File: config.mk
export PLATFORM = sky130hd
export DESIGN_NAME = gpio_cmd_master
export DESIGN_NICKNAME = d
export VERILOG_FILES = /design/src/rtl/gpio_cmd_master.sv
export SDC_FILE = /design/constraint.sdc
export NUM_CORES = 1
export LEC_CHECK = 0
export BUFFER_PORTS_ARGS = -buffer_cell sky130_fd_sc_hd__buf_2
export CAP_MARGIN = 20
export CORE_UTILIZATION = 49
export CTS_CLUSTER_DIAMETER = 150
export CTS_CLUSTER_SIZE = 28
export DETAILED_ROUTE_END_ITERATION = 16
export PLACE_DENSITY = 0.86
export SLEW_MARGIN = 20
export SYNTH_ARGS = -nofsm -noshare
export SYNTH_HDL_FRONTEND = slang
export SYNTH_SLANG_ARGS = --single-unit
File: constraint.sdc
create_clock -name clock100 -period 2.2 [get_ports clock100]
set_input_delay 0.44 -clock clock100 [delete_from_list [all_inputs] [get_ports clock100]]
set_output_delay 0.44 -clock clock100 [all_outputs]
set_load 0.03 [all_outputs]
File: src/rtl/gpio_cmd_master.sv
`default_nettype none
// +------------------------------------------------------------------------------------------+
// | gpio_cmd_master: queued command initiator driving the GPIO register-file handshake.      |
// | Define GPIO_CMD_MASTER_RDBK_EN to enable the post-command gpi readback.  Rev 1.0         |
// +------------------------------------------------------------------------------------------+
module gpio_cmd_master #(
  parameter int FIFO_DEPTH = 4,
  parameter int SETUP_CYC  = 2,
  parameter int STROBE_CYC = 1,
  parameter int HOLD_CYC   = 2,
  parameter int READ_WAIT  = 2
) (
  input  logic        clock100,
  input  logic        i_reset,
  input  logic        i_cmd_valid,
  output logic        o_cmd_ready,
  input  logic [7:0]  i_cmd_op,
  input  logic [22:0] i_cmd_data,
  input  logic        i_cmd_rd,
  output logic [31:0] o_gpo,
  input  logic [31:0] i_gpi,
  output logic [31:0] o_rdata,
  output logic        o_rvalid,
  output logic        o_busy,
  output logic        o_done
);

`ifdef GPIO_CMD_MASTER_RDBK_EN
  localparam bit C_RDBK_EN = 1'b1;
`else
  localparam bit C_RDBK_EN = 1'b0;
`endif

  localparam int C_PTR_W   = (FIFO_DEPTH > 1) ? $clog2(FIFO_DEPTH) : 1;
  localparam int C_MAX_A   = (SETUP_CYC > STROBE_CYC) ? SETUP_CYC : STROBE_CYC;
  localparam int C_MAX_B   = (HOLD_CYC > READ_WAIT) ? HOLD_CYC : READ_WAIT;
  localparam int C_MAX_CYC = (C_MAX_A > C_MAX_B) ? C_MAX_A : C_MAX_B;
  localparam int C_CNT_W   = (C_MAX_CYC > 1) ? $clog2(C_MAX_CYC) : 1;
  localparam logic [C_PTR_W:0]   C_PTR_ONE = 1;
  localparam logic [C_CNT_W-1:0] C_CNT_ONE = 1;

  typedef enum logic [2:0] {
    ST_IDLE   = 3'd0,
    ST_SETUP  = 3'd1,
    ST_STROBE = 3'd2,
    ST_HOLD   = 3'd3,
    ST_RDWAIT = 3'd4
  } state_t;

  // Queue entry layout: {rd, op[7:0], data[22:0]}
  logic [31:0]        r_fifo_mem [FIFO_DEPTH];
  logic [C_PTR_W:0]   r_wr_ptr;
  logic [C_PTR_W:0]   r_rd_ptr;
  logic               w_empty;
  logic               w_full;
  logic               w_push;
  logic               w_pop;
  logic [31:0]        w_head;

  state_t             r_state;
  state_t             w_state_nxt;
  logic [C_CNT_W-1:0] r_cnt;
  logic [C_CNT_W-1:0] w_cnt_nxt;
  logic [31:0]        r_gpo;
  logic [31:0]        w_gpo_nxt;
  logic               r_rd;
  logic               w_rd_nxt;
  logic [31:0]        r_rdata;
  logic [31:0]        w_rdata_nxt;
  logic               r_rvalid;
  logic               w_rvalid_nxt;
  logic               r_done;
  logic               w_done_nxt;

  assign w_empty = (r_wr_ptr == r_rd_ptr);
  assign w_full  = (r_wr_ptr[C_PTR_W] != r_rd_ptr[C_PTR_W]) &&
                   (r_wr_ptr[C_PTR_W-1:0] == r_rd_ptr[C_PTR_W-1:0]);
  assign w_push  = i_cmd_valid && !w_full;
  assign w_head  = r_fifo_mem[r_rd_ptr[C_PTR_W-1:0]];

  always_ff @(posedge clock100) begin
    if (w_push) begin
      r_fifo_mem[r_wr_ptr[C_PTR_W-1:0]] <= {i_cmd_rd, i_cmd_op, i_cmd_data};
    end
  end

  always_comb begin
    w_state_nxt  = r_state;
    w_cnt_nxt    = r_cnt;
    w_gpo_nxt    = r_gpo;
    w_rd_nxt     = r_rd;
    w_rdata_nxt  = r_rdata;
    w_rvalid_nxt = 1'b0;
    w_done_nxt   = 1'b0;
    w_pop        = 1'b0;
    case (r_state)
      ST_IDLE: begin
        if (!w_empty) begin
          w_pop       = 1'b1;
          w_gpo_nxt   = {w_head[30:23], 1'b0, w_head[22:0]};
          w_rd_nxt    = w_head[31] & C_RDBK_EN;
          w_cnt_nxt   = C_CNT_W'(SETUP_CYC - 1);
          w_state_nxt = ST_SETUP;
        end
      end
      ST_SETUP: begin
        if (r_cnt == '0) begin
          w_gpo_nxt[23] = 1'b1;
          w_cnt_nxt     = C_CNT_W'(STROBE_CYC - 1);
          w_state_nxt   = ST_STROBE;
        end else begin
          w_cnt_nxt = r_cnt - C_CNT_ONE;
        end
      end
      ST_STROBE: begin
        if (r_cnt == '0) begin
          w_gpo_nxt[23] = 1'b0;
          w_cnt_nxt     = C_CNT_W'(HOLD_CYC - 1);
          w_state_nxt   = ST_HOLD;
        end else begin
          w_cnt_nxt = r_cnt - C_CNT_ONE;
        end
      end
      ST_HOLD: begin
        if (r_cnt == '0) begin
          if (r_rd) begin
            w_cnt_nxt   = C_CNT_W'(READ_WAIT - 1);
            w_state_nxt = ST_RDWAIT;
          end else begin
            w_done_nxt  = 1'b1;
            w_state_nxt = ST_IDLE;
          end
        end else begin
          w_cnt_nxt = r_cnt - C_CNT_ONE;
        end
      end
      ST_RDWAIT: begin
        if (r_cnt == '0) begin
          w_rdata_nxt  = i_gpi;
          w_rvalid_nxt = 1'b1;
          w_done_nxt   = 1'b1;
          w_state_nxt  = ST_IDLE;
        end else begin
          w_cnt_nxt = r_cnt - C_CNT_ONE;
        end
      end
      default: w_state_nxt = ST_IDLE;
    endcase
  end

  always_ff @(posedge clock100) begin
    if (i_reset) begin
      r_state  <= ST_IDLE;
      r_cnt    <= '0;
      r_gpo    <= '0;
      r_rd     <= 1'b0;
      r_rdata  <= '0;
      r_rvalid <= 1'b0;
      r_done   <= 1'b0;
      r_wr_ptr <= '0;
      r_rd_ptr <= '0;
    end else begin
      r_state  <= w_state_nxt;
      r_cnt    <= w_cnt_nxt;
      r_gpo    <= w_gpo_nxt;
      r_rd     <= w_rd_nxt;
      r_rdata  <= w_rdata_nxt;
      r_rvalid <= w_rvalid_nxt;
      r_done   <= w_done_nxt;
      if (w_push) r_wr_ptr <= r_wr_ptr + C_PTR_ONE;
      if (w_pop)  r_rd_ptr <= r_rd_ptr + C_PTR_ONE;
    end
  end

  assign o_cmd_ready = !w_full;
  assign o_gpo       = r_gpo;
  assign o_rdata     = r_rdata;
  assign o_rvalid    = r_rvalid;
  assign o_done      = r_done;
  assign o_busy      = (r_state != ST_IDLE) || !w_empty;

endmodule
`default_nettype wire

==> impl_metrics.csv, run 1 <==
group,metric,value,unit
status,outcome,"finished clean",
setup_path,critPathMaxStageDelay,0.36,ns
cells_and_area,fin_util,60.0,%
sta,setup_viol,0,
cells_and_area,n_fill_cell,929,
cells_and_area,syn2layout_area_growth,17.5,%
placed_design,hpwl,7.88,mm
logic_synthesis,avgSynthCellArea,16.0,um^2
floorplanning,fp.dieW,118,um
clock_network,hold_buffers,0,
clock_network,clk_pin_slew_worst_paths,0.06,ns
logic_synthesis,ys_seq_area_share,70.4,%
logic_synthesis,synthFlopType,"edfxtp_1",
floorplanning,dieArea,13800,um^2
global_route,first_global_vias,3697,
placed_design,gp_congestion,0.787,
global_route,grt_start_max_net_pins,25,
setup_path,required,1.76,ns
setup_path,start_kind,"flop",
logic_synthesis,synth_top_area_share,56.9,%
placed_design,port_buffers,68,
drt,routed_wl,12.2,mm
floorplanning,io_pins,135,
global_route,overflow,0,
sta,report.final.slew_viol_count,0,
clock_network,cts_tree,"yes",
global_route,antenna_found_initial,0,
logic_synthesis,synth_common_cells,"edfxtp_1 (124), nand2_1 (66), dfxtp_1 (44)",
power_and_ir_drop,clock_power_share,30.8,%
sta,hold_viol,0,
floorplanning,start_util,51.0,%
clock_network,cts_htree_levels,4,
worst_hold_path,hold_path_class,"input pin to flop",
sta,min_period,2.09,ns
drt,drc,0,
sta,fmax,477,MHz
logic_synthesis,syn-instance-count,408,
sta,min_period_over_period,95.2,%
sta,slew-limit-headroom,61.7,%
drt,routedWlPerCell,18.0,um
setup_path,cp_max_fo,8,
setup_path,critPathArrivalTime,1.65,ns
floorplanning,die_y,118,um
sta,hold-worst-slack,0.232,ns
cells_and_area,multi_input_area,1700,um^2
clock_network,cts_max_path_buffers,2,
power_and_ir_drop,ir_worst_vdd,0.947,mV
cells_and_area,ff_latch_area,4610,um^2
clock_network,clkLatencyLatePin,0.42,ns
logic_synthesis,synth_top_area_cell,"edfxtp_1",
logic_synthesis,synthMostInstantiatedCell,"edfxtp_1",
drt,ant_nets,0,
cells_and_area,final_cells,678,
power_and_ir_drop,internal_power,0.00711,W
setup_path,path_cells,"inv_1 > ha_1 > nand4_4 > buf_2",
global_route,track_usage,18.8,%
sta,skew,0.00463,ns
logic_synthesis,synth-edff-count,124,
drt,viasPerCell,5.20,
clock_network,cts_resized,0,
clock_network,ctsRootBufferMaster,"clkbuf_16",
power_and_ir_drop,comb_power_share,30.1,%
power_and_ir_drop,p_sw,0.00336,W
setup_path,path_buf_inv,2,
logic_synthesis,synth_warnings,0,
logic_synthesis,synth.top_cells.by_area,"edfxtp_1 (57%), dfxtp_1 (13%), mux4_2 (11%)",
clock_network,numCtsBuffers,17,
setup_path,end_kind,"primary output",
logic_synthesis,ys_seq_elements,168,
logic_synthesis,async_flop_share,0,%
power_and_ir_drop,power.density,1360,nW/um^2
power_and_ir_drop,p_leak,2.83,nW
clock_network,postCtsSetupRepairBufs,0,
flow_run,drv_cap,0,
cells_and_area,layout-drive-gt1-share,31.0,%
placed_design,dp.cells,646,
drt,dr.pass1.iters,5,
logic_synthesis,syn-cell-area,6540,um^2
drt,drtIter0Drc,251,
power_and_ir_drop,pwr-share-seq,39.2,%
global_route,grt_pass1_wl,19.2,mm
logic_synthesis,yosysUniqueCellTypes,33,
setup_path,criticalPathCategory,"flop to primary output",
cells_and_area,final_nets,570,
floorplanning,row_count,41,
clock_network,clock_sinks,168,
drt,vias,3527,
floorplanning,core_area,12800,um^2
power_and_ir_drop,swShare,32.1,%
setup_path,critPathTopFamily,"flip-flops",
cells_and_area,n_antenna_cell,0,
setup_path,critPathSlowestCell,"dfxtp_1",
sta,tightest_slew,0.575,ns
stage by stage:
step                setup TNS [ns]  instance area (um^2)  total power (W)  setup WS [ns]
floorplan                        0                  6660          0.00652        0.00792
global placement                 0                  7030          0.00717          0.310
detailed placement               0                  7030          0.00731          0.155
CTS                              0                  7680           0.0105         0.0515
global route               -0.0117                  7690           0.0109        -0.0117
finish                           0                  7690           0.0105          0.105
registers in the layout, summed over array words and instances, names as in the netlist, named ones only:
signal      cells
r_state         2
o_gpo          32
r_fifo_mem    124
r_cnt           1
o_done          1
r_rd_ptr        3
r_wr_ptr        3
cell type report:
type                    instances  area share, %
well taps                     172           2.80
clock buffers                  20           5.94
multi-input cells             215           22.1
flip-flops and latches        168           59.9
repair buffers                 85           6.41
inverters                       6          0.293
clock inverters                12           2.55
logic make-up after synthesis:
| group | synth area share [%] |
|---|---|
| DFF | 70.4 |
| and+or+nand+nor | 5.39 |
| buffers and inverters | 5.72 |
| AOI/OAI and AO/OA | 4.44 |
| muxes | 10.8 |
| adders and majority gates | 1.91 |
| xor gates and xnor gates | 1.30 |
| other | 0.0573 |
per-layer routing:
layer / GRT usage, % / up-vias / part of all wire, %
li1: - / 1611 / -
met1: 21.9 / 1765 / 41
met2: 32.2 / 130 / 52
met3: 5.77 / 21 / 5.5
met4: 8.17 / 0 / 2.0
met5: 0 / - / 0
layout by cell type, fill, tap and decap left out, drive strengths merged, types with 2 or more instances in the layout:
cell type	Yosys	layout
xnor2	5	5
a41o	2	2
or3	2	2
bufinv	0	5
nor2	6	6
inv	6	7
nand2	66	66
ha	10	10
clkbuf	8	20
dfxtp	44	44
a21oi	37	37
buf	43	85
xor2	3	3
mux4	31	31
a211oi	2	2
conb	1	33
clkinv	0	5
o31a	2	2
and2	4	4
edfxtp	124	124
power by group through the flow:
stage	Sequential, W	Clock (W)	Combinational (W)
finish	0.00410	0.00322	0.00314
global route	0.00415	0.00339	0.00340
CTS	0.00410	0.00326	0.00317
detailed placement	0.00417	0	0.00314
global placement	0.00413	0	0.00304
floorplan	0.00456	0	0.00196
path summary, 6_finish.rpt:
kind,from,slack (ns),endpoint,cells past startpoint
worst max-delay path,r_state[0],0.11,o_busy,4
worst min-delay path,i_cmd_op[2],0.23,r_fifo_mem[1][25],1
worst max register to register,r_wr_ptr[0],0.15,r_fifo_mem[1][17],4
worst min register to register,o_gpo[24],0.46,o_gpo[24],2
(Power assumes the default switching activity.)
==> inputs of run 2 (changes only) <==
--- a/config.mk
+++ b/config.mk
@@ -9,2 +9,3 @@
 export CAP_MARGIN = 20
+export CORE_MARGIN = 5
 export CORE_UTILIZATION = 49
--- a/constraint.sdc
+++ b/constraint.sdc
@@ -3,2 +3,2 @@
 set_output_delay 0.44 -clock clock100 [all_outputs]
-set_load 0.03 [all_outputs]
+set_load 0.005 [all_outputs]
==> run 2 against run 1 <==
Critical path depth is the same. First-iteration DRC count shrank 23%. Sequential cell count is the same. Total power shrank 8.2%. Clock skew grew 0.0034 ns. Wire length grew 2.1%. Sequential share of layout area grew 0.41 points. Critical path type unchanged. Critical endpoint unchanged. Largest power group unchanged. Highest routed layer is now met5.
==> impl_metrics.csv, run 2 (same netlist as run 1, synthesis figures left out) <==
group,metric,value,unit
status,outcome,"finished clean",
setup_path,end_kind,"primary output",
cells_and_area,mostFrequentLayoutCell,"edfxtp_1",
cells_and_area,final_nets,568,
drt,routed_wl,12.5,mm
drt,vias,3534,
drt,wl_met1,4.93,mm
clock_network,clk_pin_slew_worst_paths,0.06,ns
sta,setup_viol,0,
sta,min_period_over_period,95.4,%
clock_network,cts_max_path_buffers,2,
sta,rsz0062_at_grt,"no",
drt,dr_wl_met3,999,um
drt,viasPerCell,5.19,
setup_path,required,1.76,ns
clock_network,cts_htree_levels,4,
floorplanning,fp.dieW,126,um
power_and_ir_drop,comb_power_share,26.5,%
sta,report.final.slew_viol_count,0,
global_route,antenna_found_initial,1,
placed_design,dpl_cell_area,7040,um^2
power_and_ir_drop,internal_power,0.00680,W
sta,setup_tns,0,ns
power_and_ir_drop,swShare,29.2,%
clock_network,clock_sinks,168,
global_route,first_global_vias,3662,
power_and_ir_drop,ir_worst_vdd,0.910,mV
power_and_ir_drop,p_sw,0.00280,W
clock_network,cts_resized,0,
global_route,grt_start_max_net_pins,34,
setup_path,critPathTopFamily,"buffers and inverters",
floorplanning,start_util,49.6,%
setup_path,path_cells,"buf_4 > xnor2_1 > nand4_2 > buf_2",
setup_path,critPathArrivalTime,1.66,ns
power_and_ir_drop,power.density,1260,nW/um^2
global_route,grt_pass1_wl,19.4,mm
drt,drtIter0Drc,193,
setup_path,critPathMaxStageDelay,0.34,ns
sta,min_period,2.10,ns
clock_network,numCtsBuffers,17,
cells_and_area,final_cell_mix,"edfxtp_1 (124), buf_2 (68), nand2_1 (66)",
setup_path,path_buf_inv,2,
cells_and_area,largest_reg_flops,124,
global_route,track_usage,16.1,%
floorplanning,dieArea,15800,um^2
setup_path,start_kind,"flop",
floorplanning,core_area,13200,um^2
power_and_ir_drop,clock_power_share,30.4,%
floorplanning,row_count,42,
setup_path,critPathSlowestCell,"dfxtp_1",
drt,routedWlPerCell,18.3,um
flow_run,drv_cap,0,
clock_network,ctsRootBufferMaster,"clkbuf_16",
clock_network,clkLatencyLatePin,0.42,ns
sta,fmax,476,MHz
floorplanning,die_y,126,um
setup_path,cp_max_fo,8,
sta,skew,0.00805,ns
sta,hold-worst-slack,0.233,ns
global_route,overflow,0,
placed_design,hpwl,7.99,mm
cells_and_area,layout-drive-gt1-share,31.0,%
drt,top_layer,"met5",
power_and_ir_drop,p_leak,2.78,nW
drt,dr.pass1.iters,4,
clock_network,hold_buffers,0,
drt,wl_met2,6.31,mm
sta,slew-limit-headroom,48.0,%
clock_network,cts_tree,"yes",
worst_hold_path,hold_path_class,"input pin to flop",
cells_and_area,n_fill_cell,986,
cells_and_area,syn2layout_area_growth,16.7,%
placed_design,port_buffers,68,
placed_design,gp_congestion,0.721,
drt,drc,0,
cells_and_area,stdcell_area,7640,um^2
setup_path,criticalPathCategory,"flop to primary output",
floorplanning,io_pins,135,
clock_network,postCtsSetupRepairBufs,0,
drt,ant_nets,0,
sta,hold_viol,0,
sta,tightest_slew,0.780,ns
power_and_ir_drop,pwr-share-seq,43.1,%
-- run 2: path summary, 6_finish.rpt --
kind | from | to | slack (ns) | cells after the start
worst min register to register | o_gpo[30] | o_gpo[30] | 0.45 | 2
worst max-delay path | r_wr_ptr[0] | o_busy | 0.10 | 4
worst min-delay path | i_cmd_data[11] | r_fifo_mem[0][11] | 0.23 | 1
worst max register to register | r_wr_ptr[1] | r_fifo_mem[3][8] | 0.27 | 4
-- run 2: power groups by stage --
stage	Clock, W	Combinational, W	Sequential, W
CTS	0.00296	0.00259	0.00415
detailed placement	0	0.00256	0.00421
global route	0.00312	0.00282	0.00419
finish	0.00292	0.00255	0.00414
floorplan	0	0.00186	0.00412
global placement	0	0.00248	0.00417
-- run 2: through the flow --
step	instances	worst slack, ns	util [%]	total power, W
6_report	681	0.101	57.9	0.00960
5_1_grt	680	0.0407	57.9	0.0101
4_1_cts	680	0.0671	57.9	0.00969
3_5_place_dp	648	0.250	53.4	0.00677
3_3_place_gp	648	0.329	53.4	0.00664
2_1_floorplan	440	0.00792	-	0.00598
-- run 2: area by class of cell --
type / instances / area [um^2] / share of cell area, %
Antenna cell: 1 / 2.50 / 0.0328
Multi-Input combinational cell: 215 / 1690 / 22.2
Sequential cell: 168 / 4610 / 60.3
Tap cell: 176 / 220 / 2.88
Clock inverter: 12 / 151 / 1.98
Clock buffer: 20 / 437 / 5.72
Timing Repair Buffer: 83 / 503 / 6.59
Inverter: 6 / 22.5 / 0.295
-- run 2: routing by layer --
layer / up-vias / track usage, %
met1: 1755 / 19.6
met2: 152 / 27.3
li1: 1608 / -
met5: - / 0
met4: 2 / 6.38
met3: 17 / 4.52
==> inputs of run 3 (changes only) <==
CAP_MARGIN = 10   (was 20)
CORE_UTILIZATION = 30   (was 49)
PLACE_DENSITY = 0.62   (was 0.86)
==> run 3 against run 2 <==
Die area up 58%. Sequential share of layout area down 1.2 points. Critical path type unchanged. Fmax up 1.4%. Cell area up 2.1%. Combinational power up 4%. Utilization down 22 points. Largest cell class unchanged. Register-to-register slack better by 0.05 ns. Sequential cell count unchanged.
==> impl_metrics.csv, run 3 (same netlist as run 1, synthesis figures left out) <==
group,metric,value,unit
setup_path,path_cells,"inv_1 > ha_1 > nand4_4 > buf_2",
sta,setup_tns,0,ns
floorplanning,row_count,54,
power_and_ir_drop,p_sw,0.00294,W
power_and_ir_drop,p_leak,2.79,nW
cells_and_area,syn2layout_area_growth,19.2,%
cells_and_area,fin_util,36.1,%
worst_hold_path,hold_path_class,"input pin to flop",
drt,routedWlPerCell,16.2,um
clock_network,clk_pin_slew_worst_paths,0.07,ns
sta,rsz0062_at_grt,"no",
global_route,grt_start_max_net_pins,34,
sta,hold_viol,0,
setup_path,end_kind,"primary output",
setup_path,cp_max_fo,8,
drt,drc,0,
placed_design,port_buffers,68,
flow_run,drv_cap,0,
power_and_ir_drop,swShare,30.5,%
clock_network,postCtsSetupRepairBufs,0,
clock_network,ctsRootBufferMaster,"clkbuf_16",
cells_and_area,layout-drive-gt1-share,30.9,%
drt,routed_wl,12.7,mm
power_and_ir_drop,comb_power_share,27.5,%
setup_path,criticalPathCategory,"flop to primary output",
floorplanning,dieArea,24900,um^2
sta,skew,0.00913,ns
cells_and_area,n_antenna_cell,0,
clock_network,cts_resized,0,
clock_network,cts_htree_levels,4,
sta,min_period,2.07,ns
power_and_ir_drop,clock_power_share,29.6,%
clock_network,clock_sinks,168,
clock_network,numCtsBuffers,17,
setup_path,required,1.76,ns
clock_network,clkLatencyLatePin,0.42,ns
status,outcome,"finished clean",
cells_and_area,mostFrequentLayoutCell,"edfxtp_1",
setup_path,critPathMaxStageDelay,0.36,ns
cells_and_area,largest_reg_flops,124,
floorplanning,die_y,158,um
floorplanning,core_area,21600,um^2
drt,drtIter0Drc,204,
setup_path,critPathTopFamily,"flip-flops",
global_route,track_usage,10.5,%
sta,fmax,483,MHz
sta,min_period_over_period,94.1,%
global_route,overflow,0,
power_and_ir_drop,internal_power,0.00670,W
global_route,antenna_found_initial,1,
floorplanning,io_pins,135,
drt,viasPerCell,4.40,
placed_design,hpwl,8.22,mm
power_and_ir_drop,pwr-share-seq,42.9,%
cells_and_area,final_cell_mix,"edfxtp_1 (124), buf_2 (68), nand2_1 (66)",
setup_path,critPathArrivalTime,1.63,ns
placed_design,gp_congestion,0.663,
clock_network,cts_max_path_buffers,2,
sta,setup_viol,0,
global_route,first_global_vias,3602,
power_and_ir_drop,power.density,1240,nW/um^2
clock_network,hold_buffers,0,
drt,ant_nets,0,
global_route,grt_pass1_wl,19.6,mm
sta,report.final.slew_viol_count,0,
power_and_ir_drop,ir_worst_vdd,0.655,mV
cells_and_area,n_fill_cell,2074,
drt,dr.pass1.iters,4,
setup_path,path_buf_inv,2,
setup_path,start_kind,"flop",
floorplanning,fp.dieW,158,um
power_and_ir_drop,finalPower,0.00964,W
setup_path,regToRegSetupSlack,0.32,ns
floorplanning,start_util,30.3,%
clock_network,cts_tree,"yes",
drt,vias,3439,
setup_path,critPathSlowestCell,"dfxtp_1",
cells_and_area,final_nets,565,
-- run 3: through the flow --
stage | setup slack (ns) | instance area (um^2) | std cells | hold slack [ns]
4_1_cts | 0.0557 | 7790 | 781 | 0.204
5_1_grt | 0.0231 | 7800 | 781 | 0.212
6_report | 0.130 | 7800 | 781 | 0.234
2_1_floorplan | 0.00792 | 6660 | 440 | 0.453
3_3_place_gp | 0.368 | 7210 | 749 | 0.442
3_5_place_dp | 0.322 | 7210 | 749 | 0.443
-- run 3: cell type report --
cell class / count / area, um^2 / area share, %
Inverter: 6 / 22.5 / 0.289
Timing Repair Buffer: 80 / 543 / 6.96
Tap cell: 280 / 350 / 4.49
Clock inverter: 14 / 136 / 1.75
Clock buffer: 18 / 439 / 5.63
Sequential cell: 168 / 4610 / 59.1
Multi-Input combinational cell: 215 / 1700 / 21.8
-- run 3: metal layers --
metal / global-route usage, % / part of all wire, % / vias to the layer above
li1: - / - / 1609
met1: 12.5 / 42 / 1718
met2: 17.9 / 51 / 95
met3: 3.58 / 5.9 / 15
met4: 3.73 / 1.4 / 2
met5: 0 / 0.055 / -
-- run 3: worst paths after layout --
check | startpoint | end | cells past startpoint
worst max-delay path | r_state[0] | o_busy | 4
worst min-delay path | i_cmd_data[20] | r_fifo_mem[3][20] | 1
worst max register to register | r_wr_ptr[0] | r_fifo_mem[0][5] | 4
worst min register to register | o_gpo[16] | o_gpo[16] | 2
-- run 3: power by group through the flow --
stage               sequential, W  combinational, W  clock [W]
finish                    0.00414           0.00265    0.00285
global route              0.00421           0.00293    0.00307
CTS                       0.00415           0.00270    0.00294
detailed placement        0.00422           0.00270          0
global placement          0.00420           0.00262          0
floorplan                 0.00412           0.00186          0
